<file path="src/rtl/spi_slave_rx.sv">
// SPI mode-0 slave receiver: synchronizes CS/SCLK/MOSI into the system clock,
// assembles MSB-first words and queues them in a small first-word-fall-through
// FIFO that downstream logic drains with a valid/ready handshake.
module spi_slave_rx #(
   parameter int DATA_W      = 8,
   parameter int FIFO_DEPTH  = 4,
   parameter int SYNC_STAGES = 2
) (
   input  logic              MAX10_CLK1_50,
   input  logic              rst,
   input  logic              spi_cs_n,
   input  logic              spi_sclk,
   input  logic              spi_mosi,
   output logic [DATA_W-1:0] rx_data,
   output logic              rx_valid,
   input  logic              rx_ready,
   output logic              frame_active,
   output logic [7:0]        frame_bytes,
   output logic              overflow,
   output logic              frame_err,
   input  logic              err_clr
);

   localparam int AW = $clog2(FIFO_DEPTH);
   localparam int BW = $clog2(DATA_W);
   localparam int SW = $clog2(SYNC_STAGES + 1);

   typedef enum logic [1:0] {WAIT_IDLE, IDLE, SHIFT} state_t;

   logic [SYNC_STAGES-1:0] cs_sync_reg, sclk_sync_reg, mosi_sync_reg;
   logic                   cs_prev_reg, sclk_prev_reg;
   logic                   cs_s, sclk_s, mosi_s;
   logic                   cs_fall, cs_rise, sclk_rise;
   logic [SW-1:0]          settle_reg;
   logic                   settle_done;

   state_t                 state_reg, state_next;
   logic [BW-1:0]          bit_cnt_reg, bit_cnt_next;
   logic [DATA_W-1:0]      shift_reg, shift_next;
   logic [7:0]             frame_bytes_reg, frame_bytes_next;
   logic [DATA_W-1:0]      push_data;
   logic                   push, frame_err_set;

   logic [DATA_W-1:0]      mem [FIFO_DEPTH];
   logic [AW:0]            wr_ptr_reg, rd_ptr_reg, wr_ptr_next, rd_ptr_next;
   logic                   full, pop, push_ok, ovf_set;
   logic [DATA_W-1:0]      rx_data_reg;
   logic                   rx_valid_reg, overflow_reg, frame_err_reg;

   // Synchronizer chains plus one history flop for edge detection on CS and SCLK.
   always_ff @(posedge MAX10_CLK1_50 or negedge rst) begin
      if (!rst) begin
         cs_sync_reg   <= '1;
         sclk_sync_reg <= '0;
         mosi_sync_reg <= '0;
         cs_prev_reg   <= 1'b1;
         sclk_prev_reg <= 1'b0;
      end else begin
         cs_sync_reg   <= {cs_sync_reg[SYNC_STAGES-2:0], spi_cs_n};
         sclk_sync_reg <= {sclk_sync_reg[SYNC_STAGES-2:0], spi_sclk};
         mosi_sync_reg <= {mosi_sync_reg[SYNC_STAGES-2:0], spi_mosi};
         cs_prev_reg   <= cs_s;
         sclk_prev_reg <= sclk_s;
      end
   end

   assign cs_s      = cs_sync_reg[SYNC_STAGES-1];
   assign sclk_s    = sclk_sync_reg[SYNC_STAGES-1];
   assign mosi_s    = mosi_sync_reg[SYNC_STAGES-1];
   assign cs_fall   = ~cs_s & cs_prev_reg;
   assign cs_rise   = cs_s & ~cs_prev_reg;
   assign sclk_rise = sclk_s & ~sclk_prev_reg;

   // The synchronizer's reset value of CS=1 is not a real observation of the pin;
   // count SYNC_STAGES cycles after reset before trusting a "CS high" reading.
   always_ff @(posedge MAX10_CLK1_50 or negedge rst) begin
      if (!rst)
         settle_reg <= '0;
      else if (!settle_done)
         settle_reg <= settle_reg + SW'(1);
   end

   assign settle_done = (settle_reg == SW'(SYNC_STAGES));

   // Receiver state, bit counter, shift register and per-frame byte count.
   always_ff @(posedge MAX10_CLK1_50 or negedge rst) begin
      if (!rst) begin
         state_reg       <= WAIT_IDLE;
         bit_cnt_reg     <= '0;
         shift_reg       <= '0;
         frame_bytes_reg <= '0;
      end else begin
         state_reg       <= state_next;
         bit_cnt_reg     <= bit_cnt_next;
         shift_reg       <= shift_next;
         frame_bytes_reg <= frame_bytes_next;
      end
   end

   // Next-state logic: frame start/end on CS edges, bit capture on SCLK rises.
   always_comb begin
      state_next       = state_reg;
      bit_cnt_next     = bit_cnt_reg;
      shift_next       = shift_reg;
      frame_bytes_next = frame_bytes_reg;
      push             = 1'b0;
      frame_err_set    = 1'b0;
      push_data        = {shift_reg[DATA_W-2:0], mosi_s};
      case (state_reg)
         WAIT_IDLE: begin
            if (settle_done && cs_s)
               state_next = IDLE;
         end
         IDLE: begin
            if (cs_fall) begin
               state_next       = SHIFT;
               bit_cnt_next     = '0;
               shift_next       = '0;
               frame_bytes_next = '0;
            end
         end
         SHIFT: begin
            if (cs_rise) begin
               state_next = IDLE;
               if (bit_cnt_reg != '0)
                  frame_err_set = 1'b1;
            end else if (sclk_rise) begin
               shift_next = push_data;
               if (bit_cnt_reg == BW'(DATA_W - 1)) begin
                  push         = 1'b1;
                  bit_cnt_next = '0;
                  if (frame_bytes_reg != 8'hFF)
                     frame_bytes_next = frame_bytes_reg + 8'd1;
               end else begin
                  bit_cnt_next = bit_cnt_reg + BW'(1);
               end
            end
         end
         default: state_next = WAIT_IDLE;
      endcase
   end

   // A full FIFO still accepts a word when the head is popped in the same cycle.
   assign full        = (wr_ptr_reg[AW] != rd_ptr_reg[AW]) &&
                        (wr_ptr_reg[AW-1:0] == rd_ptr_reg[AW-1:0]);
   assign pop         = rx_valid_reg & rx_ready;
   assign push_ok     = push & (~full | pop);
   assign ovf_set     = push & full & ~pop;
   assign wr_ptr_next = wr_ptr_reg + {{AW{1'b0}}, push_ok};
   assign rd_ptr_next = rd_ptr_reg + {{AW{1'b0}}, pop};

   // FIFO storage; no reset so it maps onto block RAM.
   always_ff @(posedge MAX10_CLK1_50) begin
      if (push_ok)
         mem[wr_ptr_reg[AW-1:0]] <= push_data;
   end

   // Pointers, registered head word (bypassing a write into an empty FIFO) and sticky flags.
   always_ff @(posedge MAX10_CLK1_50 or negedge rst) begin
      if (!rst) begin
         wr_ptr_reg    <= '0;
         rd_ptr_reg    <= '0;
         rx_data_reg   <= '0;
         rx_valid_reg  <= 1'b0;
         overflow_reg  <= 1'b0;
         frame_err_reg <= 1'b0;
      end else begin
         wr_ptr_reg   <= wr_ptr_next;
         rd_ptr_reg   <= rd_ptr_next;
         rx_valid_reg <= (wr_ptr_next != rd_ptr_next);
         if (push_ok || pop) begin
            if (push_ok && (wr_ptr_reg[AW-1:0] == rd_ptr_next[AW-1:0]))
               rx_data_reg <= push_data;
            else
               rx_data_reg <= mem[rd_ptr_next[AW-1:0]];
         end
         overflow_reg  <= ovf_set | (overflow_reg & ~err_clr);
         frame_err_reg <= frame_err_set | (frame_err_reg & ~err_clr);
      end
   end

   assign rx_data      = rx_data_reg;
   assign rx_valid     = rx_valid_reg;
   assign frame_active = (state_reg == SHIFT);
   assign frame_bytes  = frame_bytes_reg;
   assign overflow     = overflow_reg;
   assign frame_err    = frame_err_reg;

endmodule

</file>
<file path="config.mk">
export PLATFORM = sky130hd
export DESIGN_NAME = spi_slave_rx
export DESIGN_NICKNAME = d
export VERILOG_FILES = /design/src/rtl/spi_slave_rx.sv
export SDC_FILE = /design/constraint.sdc
export NUM_CORES = 1
export LEC_CHECK = 0
export CAP_MARGIN = 40
export CORE_ASPECT_RATIO = 0.8
export CORE_MARGIN = 3
export CORE_UTILIZATION = 56
export CTS_CLUSTER_DIAMETER = 80
export DETAILED_ROUTE_END_ITERATION = 10
export DONT_BUFFER_PORTS = 1
export PLACE_DENSITY = 0.72
export SLEW_MARGIN = 20
export SYNTH_ARGS = -nofsm -noshare
export SYNTH_HDL_FRONTEND = slang
export SYNTH_SLANG_ARGS = --single-unit
</file>
<file path="constraint.sdc">
create_clock -name MAX10_CLK1_50 -period 2.4 [get_ports MAX10_CLK1_50]
set_input_delay 0.24 -clock MAX10_CLK1_50 [delete_from_list [all_inputs] [get_ports MAX10_CLK1_50]]
set_output_delay 0.24 -clock MAX10_CLK1_50 [all_outputs]
set_load 0.03 [all_outputs]
</file>
==> qor.txt, run 1 <==
Dpl hpwl: 4466 um
Gr ovfl total: 0
Switching share of total power: 23.88%
Startpoint Class: flop
Die height: 75.01 um
Antenna violations before repair: 0
Req. time, crit path: 2.63 ns
Gpl congestion: 0.7715
Die Span X: 92.26 um
Final setup margin: 0.07078 ns
First-pass GRT wire length: 10540 um
Clk_skew: 0.008240 ns
Final wirelength: 6419 um
Bufs on Longest Clock Path: 2
DR iter-0 viols: 107
Post-synth EDFFs: 32
Max Freq: 0.4293 GHz
Mapped cell area: 3333 um^2
# rows: 24
Net switching power: 588.2 uW
Post-synth top area cell: dfrtp_1
Clock Sinks: 79
Clock H-tree levels: 3
CTS Buf Count: 9
DR vias/cell: 5.701
LEAKAGE: 1.620 nW
TritonCTS clock tree: built
Worst path top cell family by delay: simple AND/OR/NAND/NOR gates
RSZ-0062 raised after global routing: no
Main flop type after synthesis: dfrtp_1
Antenna diodes: 0
Post-Layout Cell Count: 354
Seq/Total Area, Yosys: 64.23%
Nets: 287
Max Slew Vio Count: 0
Status: complete, no violations
Final Cycle Share: 97.05%
Clock transition at path regs: 0.09 ns
Final hold violations: 0
Via count of the first global-routing pass: 1995
Ys async rst share: 59.49%
CTS root buf: clkbuf_8
Global-route usage over all layers: 20.76%
Worst-path maximum fanout: 4
Core Region: 5615 um^2
Max_slew headroom: 64.84%
Placed cells: 332
Post-layout utilization of the core: 68.18%
Synth top area share: 33.03%
Syn. warnings: 0
Port bufs: 0
Crit path kind: flop to flop
P_int: 1.875 mW
Setup_tns: 0 ns
Residual DRC: 0
Yosys reg bits: 79
Hold slack final: 0.3311 ns
Share of cells above drive strength 1: 23.19%
Clock insertion delay at the later pin of the skew report: 0.35 ns
DR pass1 iterations: 4
Power Dens Cells: 643.4 nW/um^2
Avg Inst Size Synth: 13.66 um^2
Critical Path Sink Type: flop
Total die area: 6920 um^2
R2R depth: 10
Worst VDD drop: 0.4755 mV
Final std cell area, no fill: 3829 um^2
Pwr Total: 2.463 mW
Initial Util: 59.36%
Clock power share: 37.2%
Max-cap violations: 0
Post-synth cell types: 46
Cell count after synthesis: 244
Hold Path Stages: 2
DR vias: 2018
Min Tclk post-route: 2.329 ns
Critical path depth: 10
Routed WL per cell: 18.13 um
Dpl cell area: 3561 um^2
CP max-delay cell: dfrtp_1
Combinational share of power: 4.3%
Hold/Removal Path Class: primary input to flop
Largest net degree at the start of global routing: 48
I/O Pins: 27
Detail Route Antenna Nets: 0
Slew @ Worst Pin: 0.5263 ns
Crit-path max cell delay: 0.42 ns
Synth-to-Final Area Change: 14.86%
Final setup viols: 0
Setup WS pre-CTS: 0.08829 ns
WP buf/inv: 0
Sequential power share: 58.4%
CP Cell Sequence: ha_2, ha_2, and3b_1, and3_4, and2_4, ha_4, ha_4, xor2_2, xor2_1, or3_1
Top cells by area, synth: dfrtp_1 (33%), edfxtp_1 (29%), mux4_2 (5.4%)
Post-CTS Setup Inserts: 0
Max reg flops: 32
Arrival @ worst endpoint: 2.56 ns
Net Count, Synth: 260
placed cells by master, fill, tap and decap left out, types with 3 or more instances in the layout:
master,synthesis,final
clkbuf_8,0,10
dfstp_2,3,3
nand2_1,26,26
nor2b_1,4,4
o31ai_1,10,10
edfxtp_1,32,32
o21ai_0,10,10
buf_4,0,16
o22ai_1,3,3
nand2b_1,4,4
ha_1,9,5
o221ai_1,7,7
nand3_1,5,5
a21oi_1,4,4
dfrtp_1,44,42
and3_1,5,4
inv_1,21,21
xor2_1,9,8
mux4_2,8,8
dlygate4sd3_1,0,5
nor2_1,6,6
cell usage after synthesis, types with 4 or more instances:
cell and number:
o221ai_1 7, nand3_1 5, nand2b_1 4, ha_1 9, nor2b_1 4, edfxtp_1 32
mux4_2 8, nor2_1 6, dfrtp_1 44, xor2_1 9, o21ai_0 10, a21oi_1 4
nand2_1 26, inv_1 21, o31ai_1 10, buf_2 4, and3_1 5
power by group through the flow:
stage          clock [mW]  combinational [mW]  sequential (mW)
2_1_floorplan           0              0.0574             1.46
3_3_place_gp            0              0.0766             1.47
3_5_place_dp            0              0.0776             1.47
4_1_cts             0.948               0.107             1.44
5_1_grt             0.999               0.120             1.44
6_report            0.917               0.107             1.44
final timing paths:
kind,start,to,slack [ns]
min in group asynchronous,rst,rx_data[2],0.42
worst min register to register,sclk_sync_reg[0],sclk_sync_reg[1],0.36
worst max-delay path,bit_cnt_reg[0],rx_valid,0.07
max in group asynchronous,rst,cs_sync_reg[1],1.71
worst min-delay path,rx_ready,rd_ptr_reg[0],0.33
worst max register to register,bit_cnt_reg[0],rx_valid,0.07
layer usage:
metal	up-vias	part of all wire (%)	GRT usage [%]
met5	-	0	0
met4	0	1.5	6.590
met3	10	5.4	6.194
met2	57	46	31.47
met1	1006	47	29.46
li1	945	-	-
area by class of cell:
class	count	area [um^2]
Timing Repair Buffer	22	197.7
Sequential cell	79	2143
Inverter	21	78.83
Fill cell	410	1787
Tap cell	78	97.59
Clock buffer	10	137.6
Clock inverter	6	52.55
Multi-Input combinational cell	138	1121
repair_timing:
action | CTS | global route
endpoints found under the hold margin | 52 | 0
hold buffers | 6 | 0
resized for setup | 0 | 0
logic make-up (layout without fill, tap and decap cells):
group | Yosys count | after routing | synth area share (%)
compound gates | 44 | 44 | 9.798
simple gates | 65 | 65 | 10.55
flops | 79 | 79 | 64.23
fa+ha+maj | 9 | 9 | 3.378
buf+inv | 27 | 59 | 3.416
xor+xnor | 11 | 11 | 2.891
mux | 9 | 9 | 5.743
Power figures use the tool's default switching activity.
==> run 2, diff against run 1 <==
--- a/config.mk
+++ b/config.mk
@@ -13,7 +13,8 @@
 export DETAILED_ROUTE_END_ITERATION = 10
 export DONT_BUFFER_PORTS = 1
 export PLACE_DENSITY = 0.72
-export SLEW_MARGIN = 20
+export SETUP_SLACK_MARGIN = 0.3
+export SLEW_MARGIN = 10
 export SYNTH_ARGS = -nofsm -noshare
 export SYNTH_HDL_FRONTEND = slang
 export SYNTH_SLANG_ARGS = --single-unit
==> qor.txt, run 2 (synthesis gave the netlist of run 1 again) <==
Max reg flops: 32
Total die area: 6920 um^2
Nets: 297
Req. time, crit path: 2.63 ns
LEAKAGE: 1.710 nW
Via count of the first global-routing pass: 2034
Seq. cell area: 2143 um^2
Die Span X: 92.26 um
Gr ovfl total: 0
TritonCTS clock tree: built
CP max-delay cell: dfrtp_1
Final hold violations: 0
DR vias: 2039
Setup WS pre-CTS: 0.07804 ns
First-pass GRT wire length: 10560 um
Max-cap violations: 0
Bufs on Longest Clock Path: 2
Max_slew headroom: 67.03%
Clock Sinks: 79
Residual DRC: 0
DR pass1 iterations: 4
Power Dens Cells: 678.7 nW/um^2
CP Cell Sequence: ha_2, ha_4, and3b_1, and3_4, and2_4, ha_4, ha_4, xor2_2, xor2_1, or3_1
Share of cells above drive strength 1: 27.97%
CTS root buf: clkbuf_8
Die height: 75.01 um
Startpoint Class: flop
Final wirelength: 6416 um
Hold/Removal Path Class: primary input to flop
Core Region: 5615 um^2
Antenna violations before repair: 0
Final setup viols: 0
Routed WL per cell: 17.63 um
DR iter-0 viols: 178
Critical Path Sink Type: flop
WP buf/inv: 0
Global-route usage over all layers: 20.83%
Final setup margin: 0.1125 ns
Worst path top cell family by delay: simple AND/OR/NAND/NOR gates
Most Frequent Cell on Critical Path: ha_4
Most frequent cells in the layout: dfrtp_1 (42), edfxtp_1 (32), nand2_1 (25)
Max Freq: 0.4372 GHz
Synth-to-Final Area Change: 20.65%
Max Slew Vio Count: 0
CP Launch Point: bit_cnt_reg[0]
CTS Buf Count: 9
Fillcell total: 386
RSZ-0062 raised after global routing: yes
Detail Route Antenna Nets: 0
Status: complete, no violations
Initial Util: 59.36%
Min Tclk post-route: 2.287 ns
Worst-path maximum fanout: 2
Port bufs: 0
Multi-input logic area: 1161 um^2
Arrival @ worst endpoint: 2.51 ns
Largest net degree at the start of global routing: 48
Hold Startpoint: rx_ready
Clock transition at path regs: 0.08 ns
Clock insertion delay at the later pin of the skew report: 0.35 ns
I/O Pins: 27
Clock H-tree levels: 3
Crit path kind: flop to flop
Final Cycle Share: 95.31%
Worst VDD drop: 0.5866 mV
Worst R2R Start: bit_cnt_reg[0]
Most common cell after layout, fill and taps aside: dfrtp_1
Gpl congestion: 0.7797
Post-layout utilization of the core: 71.61%
Slew @ Worst Pin: 0.4946 ns
# rows: 24
Crit-path max cell delay: 0.39 ns
Dpl hpwl: 4281 um
Clk_skew: 0.009081 ns
DR vias/cell: 5.602
Antenna diodes: 0
## run 2: timing repair
| item | CTS | global route |
|---|---|---|
| hold endpoints to repair | 52 | 0 |
| endpoints found under the setup margin | 14 | 43 |
| hold buffers | 6 | 0 |
| resized for setup | 2 | 9 |
| pin swaps | 2 | 4 |
| buffers inserted | 5 | 5 |
## run 2: worst register-to-register path: stages (launching register included)
cell,delay [ns]
dfrtp_1,0.39
ha_2,0.21
ha_4,0.15
and3b_1,0.18
and3_4,0.18
and2_4,0.16
ha_4,0.16
ha_4,0.16
xor2_2,0.14
xor2_1,0.14
or3_1,0.30
## run 2: path summary, 6_finish.rpt
kind	end	slack, ns	depth (start not counted)
max in group asynchronous	cs_sync_reg[0]	1.72	2
setup reg to reg	rx_valid	0.11	10
hold / removal	rx_data[6]	0.34	4
hold reg to reg	mosi_sync_reg[1]	0.35	0
setup / recovery	rx_valid	0.11	10
min in group asynchronous	wr_ptr_reg[0]	0.39	2
## run 2: layout make-up
cell class	count	area share (%)
flip-flops and latches	79	53.30
repair buffers	32	7.374
inverters	21	1.960
multi-input cells	138	28.87
well taps	78	2.427
clock inverters	7	2.987
clock buffers	9	3.080
## run 2: metrics by stage
stage	hold WS (ns)	area, um^2	total power [mW]	std cells	TNS [ns]
2_1_floorplan	-0.05559	3381	1.519	244	-0.3138
4_1_cts	0.3578	3944	2.749	359	0
5_1_grt	0.3625	4021	2.840	364	0
3_5_place_dp	-0.05344	3576	1.544	332	0
3_3_place_gp	-0.05342	3576	1.541	332	0
6_report	0.3380	4021	2.729	364	0
## run 2: where the power goes
| part | leakage (nW) | switching [mW] | internal (mW) |
|---|---|---|---|
| logic | 0.659 | 0.0735 | 0.0450 |
| clock network | 0.121 | 0.479 | 0.694 |
| registers | 0.930 | 0.0174 | 1.42 |
| total | 1.71 | 0.570 | 2.16 |
## run 2: routing by layer
layer,vias up,wire (um),part of all wire [%],track usage (%)
li1,966,-,-,-
met1,1024,3078,48,29.84
met2,43,2910,45,30.83
met3,6,361,5.6,7.393
met4,0,65,1.0,5.766
met5,-,0,0,0
==> run 3, diff against run 2 <==
--- a/config.mk
+++ b/config.mk
@@ -14,7 +14,6 @@
 export DONT_BUFFER_PORTS = 1
 export PLACE_DENSITY = 0.72
 export SETUP_SLACK_MARGIN = 0.3
-export SLEW_MARGIN = 10
 export SYNTH_ARGS = -nofsm -noshare
 export SYNTH_HDL_FRONTEND = slang
 export SYNTH_SLANG_ARGS = --single-unit
==> results of run 3 <==
No change in the layout: final DEF, timing and power equal those of run 2.
